## src/rtl/keypad_scan_pkg.sv

```systemverilog
// Shared types and constants for the matrix keypad scanner.
package keypad_scan_pkg;
    localparam int KEY_ROWS           = 4;
    localparam int KEY_COLS           = 4;
    localparam int DEF_ROW_DWELL      = 50000;  // 1 ms per row at 50 MHz
    localparam int DEF_DEBOUNCE_SCANS = 20;

    typedef enum logic [1:0] {
        SCAN,
        DEBOUNCE,
        HELD
    } state_e;
endpackage

```

## src/rtl/sync2.sv

```systemverilog
// Parameterised-width two-flop synchronizer for asynchronous pin inputs.
module sync2 #(
    parameter int           W       = 4,
    parameter logic [W-1:0] RST_VAL = '0
) (
    input  logic         clk,
    input  logic         rst,
    input  logic [W-1:0] d,
    output logic [W-1:0] q
);
    logic [W-1:0] meta_q;
    logic [W-1:0] sync_q;

    always_ff @(posedge clk) begin
        if (rst) begin
            meta_q <= RST_VAL;
            sync_q <= RST_VAL;
        end else begin
            meta_q <= d;
            sync_q <= meta_q;
        end
    end

    assign q = sync_q;
endmodule

```

## src/rtl/keypad_scan.sv

```systemverilog
// 4x4 keypad scanner: walks an active-low row, debounces one latched key,
// and reports press/release as single-cycle pulses.
module keypad_scan
    import keypad_scan_pkg::*;
#(
    parameter int ROW_DWELL      = DEF_ROW_DWELL,
    parameter int DEBOUNCE_SCANS = DEF_DEBOUNCE_SCANS
) (
    input  logic                clk,
    input  logic                rst,
    input  logic [KEY_COLS-1:0] col_in,
    output logic [KEY_ROWS-1:0] row_out,
    output logic [3:0]          key_code,
    output logic                key_valid,
    output logic                key_release,
    output logic                key_down
);
    localparam int DW = $clog2(ROW_DWELL);
    localparam int SW = $clog2(DEBOUNCE_SCANS + 1);
    localparam logic [DW-1:0] DWELL_LAST = DW'(ROW_DWELL - 1);
    localparam logic [SW-1:0] STAB_DONE  = SW'(DEBOUNCE_SCANS);

    logic [KEY_COLS-1:0] col_s;

    sync2 #(.W(KEY_COLS), .RST_VAL({KEY_COLS{1'b1}})) u_col_sync (
        .clk (clk),
        .rst (rst),
        .d   (col_in),
        .q   (col_s)
    );

    state_e              state_q,       state_d;
    logic [1:0]          row_q,         row_d;
    logic [KEY_ROWS-1:0] row_out_q,     row_out_d;
    logic [DW-1:0]       dwell_q,       dwell_d;
    logic [SW-1:0]       stab_q,        stab_d;
    logic [1:0]          lat_row_q,     lat_row_d;
    logic [1:0]          lat_col_q,     lat_col_d;
    logic [3:0]          key_code_q,    key_code_d;
    logic                key_valid_q,   key_valid_d;
    logic                key_release_q, key_release_d;
    logic                key_down_q,    key_down_d;

    logic          sample;
    logic          accept;
    logic          latched_open;
    logic [1:0]    low_col;
    logic [SW-1:0] stab_inc;

    always_comb begin
        sample       = (dwell_q == DWELL_LAST);
        latched_open = col_s[lat_col_q];
        stab_inc     = stab_q + SW'(1);

        // Column 0 wins when several columns read low.
        low_col = '0;
        for (int i = KEY_COLS - 1; i >= 0; i--) begin
            if (!col_s[i]) low_col = 2'(i);
        end

        state_d       = state_q;
        row_d         = row_q;
        dwell_d       = sample ? '0 : dwell_q + DW'(1);
        stab_d        = stab_q;
        lat_row_d     = lat_row_q;
        lat_col_d     = lat_col_q;
        key_code_d    = key_code_q;
        key_valid_d   = 1'b0;
        key_release_d = 1'b0;
        key_down_d    = key_down_q & ~key_release_q;
        accept        = 1'b0;

        if (sample) begin
            case (state_q)
                SCAN: begin
                    if (&col_s) begin
                        row_d = row_q + 2'd1;
                    end else begin
                        lat_row_d = row_q;
                        lat_col_d = low_col;
                        stab_d    = SW'(1);
                        if (DEBOUNCE_SCANS == 1) accept = 1'b1;
                        else                     state_d = DEBOUNCE;
                    end
                end
                DEBOUNCE: begin
                    if (!latched_open) begin
                        if (stab_inc == STAB_DONE) accept = 1'b1;
                        else                       stab_d = stab_inc;
                    end else begin
                        state_d = SCAN;
                        row_d   = row_q + 2'd1;
                        stab_d  = '0;
                    end
                end
                HELD: begin
                    if (!latched_open) begin
                        stab_d = '0;
                    end else if (stab_inc == STAB_DONE) begin
                        key_release_d = 1'b1;
                        state_d       = SCAN;
                        row_d         = row_q + 2'd1;
                        stab_d        = '0;
                    end else begin
                        stab_d = stab_inc;
                    end
                end
                default: state_d = SCAN;
            endcase
        end

        if (accept) begin
            key_code_d  = {lat_row_d, lat_col_d};
            key_valid_d = 1'b1;
            key_down_d  = 1'b1;
            state_d     = HELD;
            stab_d      = '0;
        end

        row_out_d = ~(KEY_ROWS'(1) << row_d);
    end

    always_ff @(posedge clk) begin
        if (rst) begin
            state_q       <= SCAN;
            row_q         <= '0;
            row_out_q     <= 4'b1110;
            dwell_q       <= '0;
            stab_q        <= '0;
            lat_row_q     <= '0;
            lat_col_q     <= '0;
            key_code_q    <= '0;
            key_valid_q   <= 1'b0;
            key_release_q <= 1'b0;
            key_down_q    <= 1'b0;
        end else begin
            state_q       <= state_d;
            row_q         <= row_d;
            row_out_q     <= row_out_d;
            dwell_q       <= dwell_d;
            stab_q        <= stab_d;
            lat_row_q     <= lat_row_d;
            lat_col_q     <= lat_col_d;
            key_code_q    <= key_code_d;
            key_valid_q   <= key_valid_d;
            key_release_q <= key_release_d;
            key_down_q    <= key_down_d;
        end
    end

    assign row_out     = row_out_q;
    assign key_code    = key_code_q;
    assign key_valid   = key_valid_q;
    assign key_release = key_release_q;
    assign key_down    = key_down_q;
endmodule
```

## config.mk

```make
export PLATFORM = sky130hd
export DESIGN_NAME = keypad_scan
export DESIGN_NICKNAME = d
export VERILOG_FILES = /design/src/rtl/keypad_scan_pkg.sv /design/src/rtl/sync2.sv /design/src/rtl/keypad_scan.sv
export SDC_FILE = /design/constraint.sdc
export NUM_CORES = 1
export LEC_CHECK = 0
export ABC_AREA = 1
export BUFFER_PORTS_ARGS = -buffer_cell sky130_fd_sc_hd__buf_2
export CAP_MARGIN = 40
export CORE_ASPECT_RATIO = 0.9
export CORE_MARGIN = 1
export CORE_UTILIZATION = 50
export DETAILED_ROUTE_END_ITERATION = 6
export GPL_TIMING_DRIVEN = 0
export PLACE_DENSITY_LB_ADDON = 0.2
export SYNTH_ARGS = -nofsm -noshare
export SYNTH_HDL_FRONTEND = slang
export SYNTH_HIERARCHICAL = 1
export SYNTH_SLANG_ARGS = --single-unit
```

## constraint.sdc

```tcl
create_clock -name clk -period 4.21 [get_ports clk]
set_input_delay 0.6315 -clock clk [delete_from_list [all_inputs] [get_ports clk]]
set_output_delay 0.6315 -clock clk [all_outputs]
set_load 0.005 [all_outputs]
```

Word level (Yosys, flattened, before mapping)
Cells that the tools add are included.
W data, S select, Z words.

storage, ports and cells
  register bits = 48
  output and inout bits = 11
  input bits = 6

cells by class
  magnitude comparators = 1
  shift-type cells = 1
  equality and inequality tests = 13
  add/sub/neg operators = 3
  reductions and logical operators = 10
  bitwise logic cells = 6
  muxes and demuxes = 37

operators with widths
  cell                     number
  $mux W2                  21
  $mux W5                  5
  $add A16 B1 Y16 const B  1
  $eq A16 B16 Y1 const B   1
  $ne A3 B3 Y1 const B     5
  $pmux W5 S3              1
  $pmux W2 S3              2
  $reduce_and A5 Y1        2
  $ne A2 B2 Y1 const B     4
  $reduce_and A4 Y1        2
  $mux W1                  7
  $add A5 B1 Y5 const B    1
  $eq A5 B5 Y1 const B     1
  $not A1 Y1               4
  $not A4 Y4               1
  $reduce_or A2 Y1         2
  $reduce_or A4 Y1         1
  $shl A1 B2 Y4 const A    1
  $lt A2 B3 Y1 const B     1
  $reduce_bool A3 Y1       1
  $add A2 B1 Y2 const B    1
  $bmux W1 S2              1
  $eq A2 B1 Y1 const B     1
  $eq A2 B2 Y1 const B     1
  3 further kinds          3

Logic depth before layout (Yosys ltp)
  word-level depth = 8
  depth in mapped cells = 13
  depth with buffers taken out = 13

Modules after synthesis
The synthesis kept the hierarchy.

by module, submodules not included
  module       cells an instance  sequential area each (µm²)  area each (µm²)  times used
  keypad_scan  340                800.8                       2240.9           1
  sync2        25                 160.2                       224.0            1

Worst setup path before layout
Ideal clock, no wire load.

  path kind = register -> register
  start = register stab_q[0]
  end = register stab_q[0]
  arrival time = 1.489 ns
  clock period less this slack = 1.605 ns
  setup time = 0.116 ns
  slack = 2.605 ns
  buffers on the path = 0
  stages on the path, launching flop included = 13
  path through = dfxtp_1 -> ha_1 -> inv_1 -> nand2_2 -> nand3_2 -> inv_2 -> nand2_2 -> nor2_4 -> nand3_1 -> nand2_2 -> inv_1 -> o21ai_0 -> nor2_1

on the way
  longest elaborated chain between the ends = 7

ends and longest elaborated chain
  item                               line                                  text
  start, declared                    keypad_scan.sv:36                     logic [SW-1:0] stab_q, stab_d;
  start signal, assigned             keypad_scan.sv:141                    stab_q <= stab_d;
  $add A5 B1 Y5 (*)                  keypad_scan.sv:53                     stab_inc = stab_q + SW'(1);
  $eq A5 B5 Y1                       keypad_scan.sv:88, keypad_scan.sv:99
  $mux W1                            keypad_scan.sv:88                     if (stab_inc == STAB_DONE) accept = 1'b1;
  $mux W1                            keypad_scan.sv:87                     if (!latched_open) begin
  $mux W1                            keypad_scan.sv:74                     case (state_q)
  $mux W1                            keypad_scan.sv:73                     if (sample) begin
  $reduce_or A2 Y1 (no source line)  n/a

Every way passes the cells marked *; elsewhere a longest branch is shown, timed or not. The select of a mux whose other input is x is not followed.
A chain may end at the register's enable or synchronous reset.

Worst setup path in the final report
Same ends and word-level chain as after synthesis.

==> impl_results.md <==
* Layout cells sized above 1 at 0.144
* Avg Inst Size Synth at 6.75 um^2
* Total negative slack at 0 ps
* # fillers at 476
* Synth Register Bits at 48
* Row Count at 23
* Total GRT Usage at 0.206
* Synth cell types at 31
* Initial Util at 0.535
* Startpoint types: register
* Final Hold Vio Count at 0
* WP data required at 4410 ps
* Most common library cell in the layout ignoring fill and taps: nand2_1
* Final Hold Slack at 417 ps
* Final Skew at 4.97 ps
* DRC at 0
* Die H at 68.6 um
* Syn Nets at 378
* TritonCTS buffer count at 5
* Longest Clk Path Bufs at 2
* CP Class: register to register
* Final Critical Period at 1960 ps
* CP Data Arrival Time at 2150 ps
* Pleak at 1.29 nW
* Post-Synthesis Cells at 365
* VDD IR max at 0.228 mV
* Vias in the first global route at 1971
* Area added between synthesis and finish at 11.3%
* Total of warnings raised by yosys at 6
* Fin util at 0.596
* Share of the synthesized area in the top cell type at 0.390
* Post-CTS sizing at 0
* Grt ovf at 0
* Pwr Density at 308 mW/mm^2
* Max Clk Rate at 0.511 GHz
* Worst min path class: register to register
* Worst-path maximum fanout at 7
* Post-DP HPWL at 3840 um
* I/O Buffers at 16
* Final Cycle Share at 0.465
* Run status: complete, no violations
* # IOs at 17
* Worst Tran Pin Value at 332 ps
* CTS Sinks at 48
* Total number of vias at 2207
* Final WL at 5010 um
* Core Area at 0.00460 mm^2
* Synth top area cells: dfxtp_1 (39%), nand2_1 (14%), inv_1 (8.1%)
* Post-layout net count at 401
* Setup Fix Bufs, Post-CTS at 0
* Die area at 0.00522 mm^2
* Clock-pin slew on the worst setup and hold paths at 90 ps
* Global-route wire length before repair at 8420 um
* Diodes inserted at 0
* Nature of the critical path endpoint: register
* Hold Buf Count CTS at 0
* RSZ-0062 raised after global routing: no
* Final Max Slew Viols at 0
* Max-Cap Viols at 0
* Remaining antenna violation count at 0
* Routability cong. at 0.884
* Pre-antenna DRT Iters at 4
* Seq/Total Area, Yosys at 0.390
* Most frequent cells in the layout: nand2_1 (94), inv_1 (53), dfxtp_1 (48), nor2_1 (41), nand3_1 (36)
* Iter 0 DRT Violations at 122
* Drt wl/cell at 11.1 um
* Final Setup Violations at 0
* CTS tree: built
* Pwr Total at 0.000844 W
* Largest net degree at the start of global routing at 16
* Die W at 76.0 um
* Cell accounting for the most synthesized area: dfxtp_1
* Syn Std Cell Area at 0.00246 mm^2
* Root Driver: clkbuf_8
* H-tree Lvls at 2
* Worst skew pair latency at 300 ps
* Vias per cell at 4.89
* Initial antenna violation count at 0
* Relative slew slack at 0.777
[synthesized netlist by cell type]
cell	n
a21oi_1	15
a22oi_1	1
a31oi_1	1
and2_1	1
buf_2	2
clkbuf_1	1
dfxtp_1	48
ha_1	7
inv_1	53
inv_2	7
nand2_1	94
nand2_2	7
nand2_4	2
nand3_1	36
nand3_2	2
nand3b_1	2
nand4_1	9
nor2_1	41
nor2_2	6
nor2_4	2
nor2_8	1
nor3_1	4
nor4_1	1
o21a_1	1
o21ai_0	9
o21ai_1	3
o22ai_1	1
or2_1	1
or2_2	3
or3_1	1
xnor2_1	3
[sequential cells by signal, summed over array words and instances, names as in the netlist]
signal	cells
row_out	4
lat_col_q	2
row_q	2
lat_row_q	2
stab_q	5
key_down	1
u_col_sync/meta_q	4
dwell_q	16
u_col_sync/q	4
key_release	1
key_valid	1
state_q	2
key_code	4
[path summary, 6_finish.rpt]
check                                     startpoint         endpoint  slack [ps]  cells after the start
worst min-delay path            u_col_sync/meta_q[3]  u_col_sync/q[3]         420                      2
worst min register to register  u_col_sync/meta_q[3]  u_col_sync/q[3]         420                      2
worst max-delay path                       stab_q[0]        stab_q[0]        2250                     12
worst max register to register             stab_q[0]        stab_q[0]        2250                     12
[power breakdown]
group	switching (W)	total [W]	internal, W
sequential	0.00000335	0.000463	0.000460
combinational	0.0000234	0.0000343	0.0000109
clock	0.000153	0.000347	0.000194
total	0.000179	0.000844	0.000665
[layer usage]
layer	vias to the layer above	global-route usage	part of all wire
met5	-	0	0
met3	5	0.0355	0.023
met1	986	0.261	0.52
met4	0	0.0697	0.0088
li1	1188	-	-
met2	28	0.361	0.45
[through the flow]
| step | area (um^2) | setup slack [ps] | instances |
|---|---|---|---|
| final | 2740 | 2250 | 451 |
| after global routing | 2740 | 2070 | 451 |
| after CTS | 2740 | 2250 | 451 |
| after detailed placement | 2620 | 2280 | 443 |
| after global placement | 2620 | 2320 | 443 |
| after floorplan | 2460 | 2610 | 365 |
[kinds of logic after synthesis]
group / after synthesis / share of synthesized area
adders and majority gates: 7 / 0.0355
xor gates and xnor gates: 3 / 0.0107
and+or+nand+nor: 213 / 0.401
AOI/OAI and AO/OA: 31 / 0.0660
buffers and inverters: 63 / 0.0970
DFF: 48 / 0.390
[cell type report]
| class | count | area [um^2] | share of cell area |
|---|---|---|---|
| clock inverters | 2 | 38.8 | 0.0141 |
| clock buffers | 6 | 82.6 | 0.0301 |
| flip-flops and latches | 48 | 961 | 0.350 |
| multi-input cells | 254 | 1260 | 0.461 |
| inverters | 60 | 225 | 0.0821 |
| plain buffers | 3 | 13.8 | 0.00502 |
| well taps | 62 | 77.6 | 0.0283 |
| repair buffers | 16 | 80.1 | 0.0292 |
[critical path, cell delays in order (launching register included)]
cell	delay, ps
dfxtp_1	450
ha_1	250
inv_1	60
nand2_2	70
nand3_2	80
inv_2	70
nand2_2	70
nor2_4	200
nand3_1	160
nand2_2	140
inv_1	140
o21ai_0	110
nor2_1	60
No activity file was read; power rests on OpenSTA's default activity.
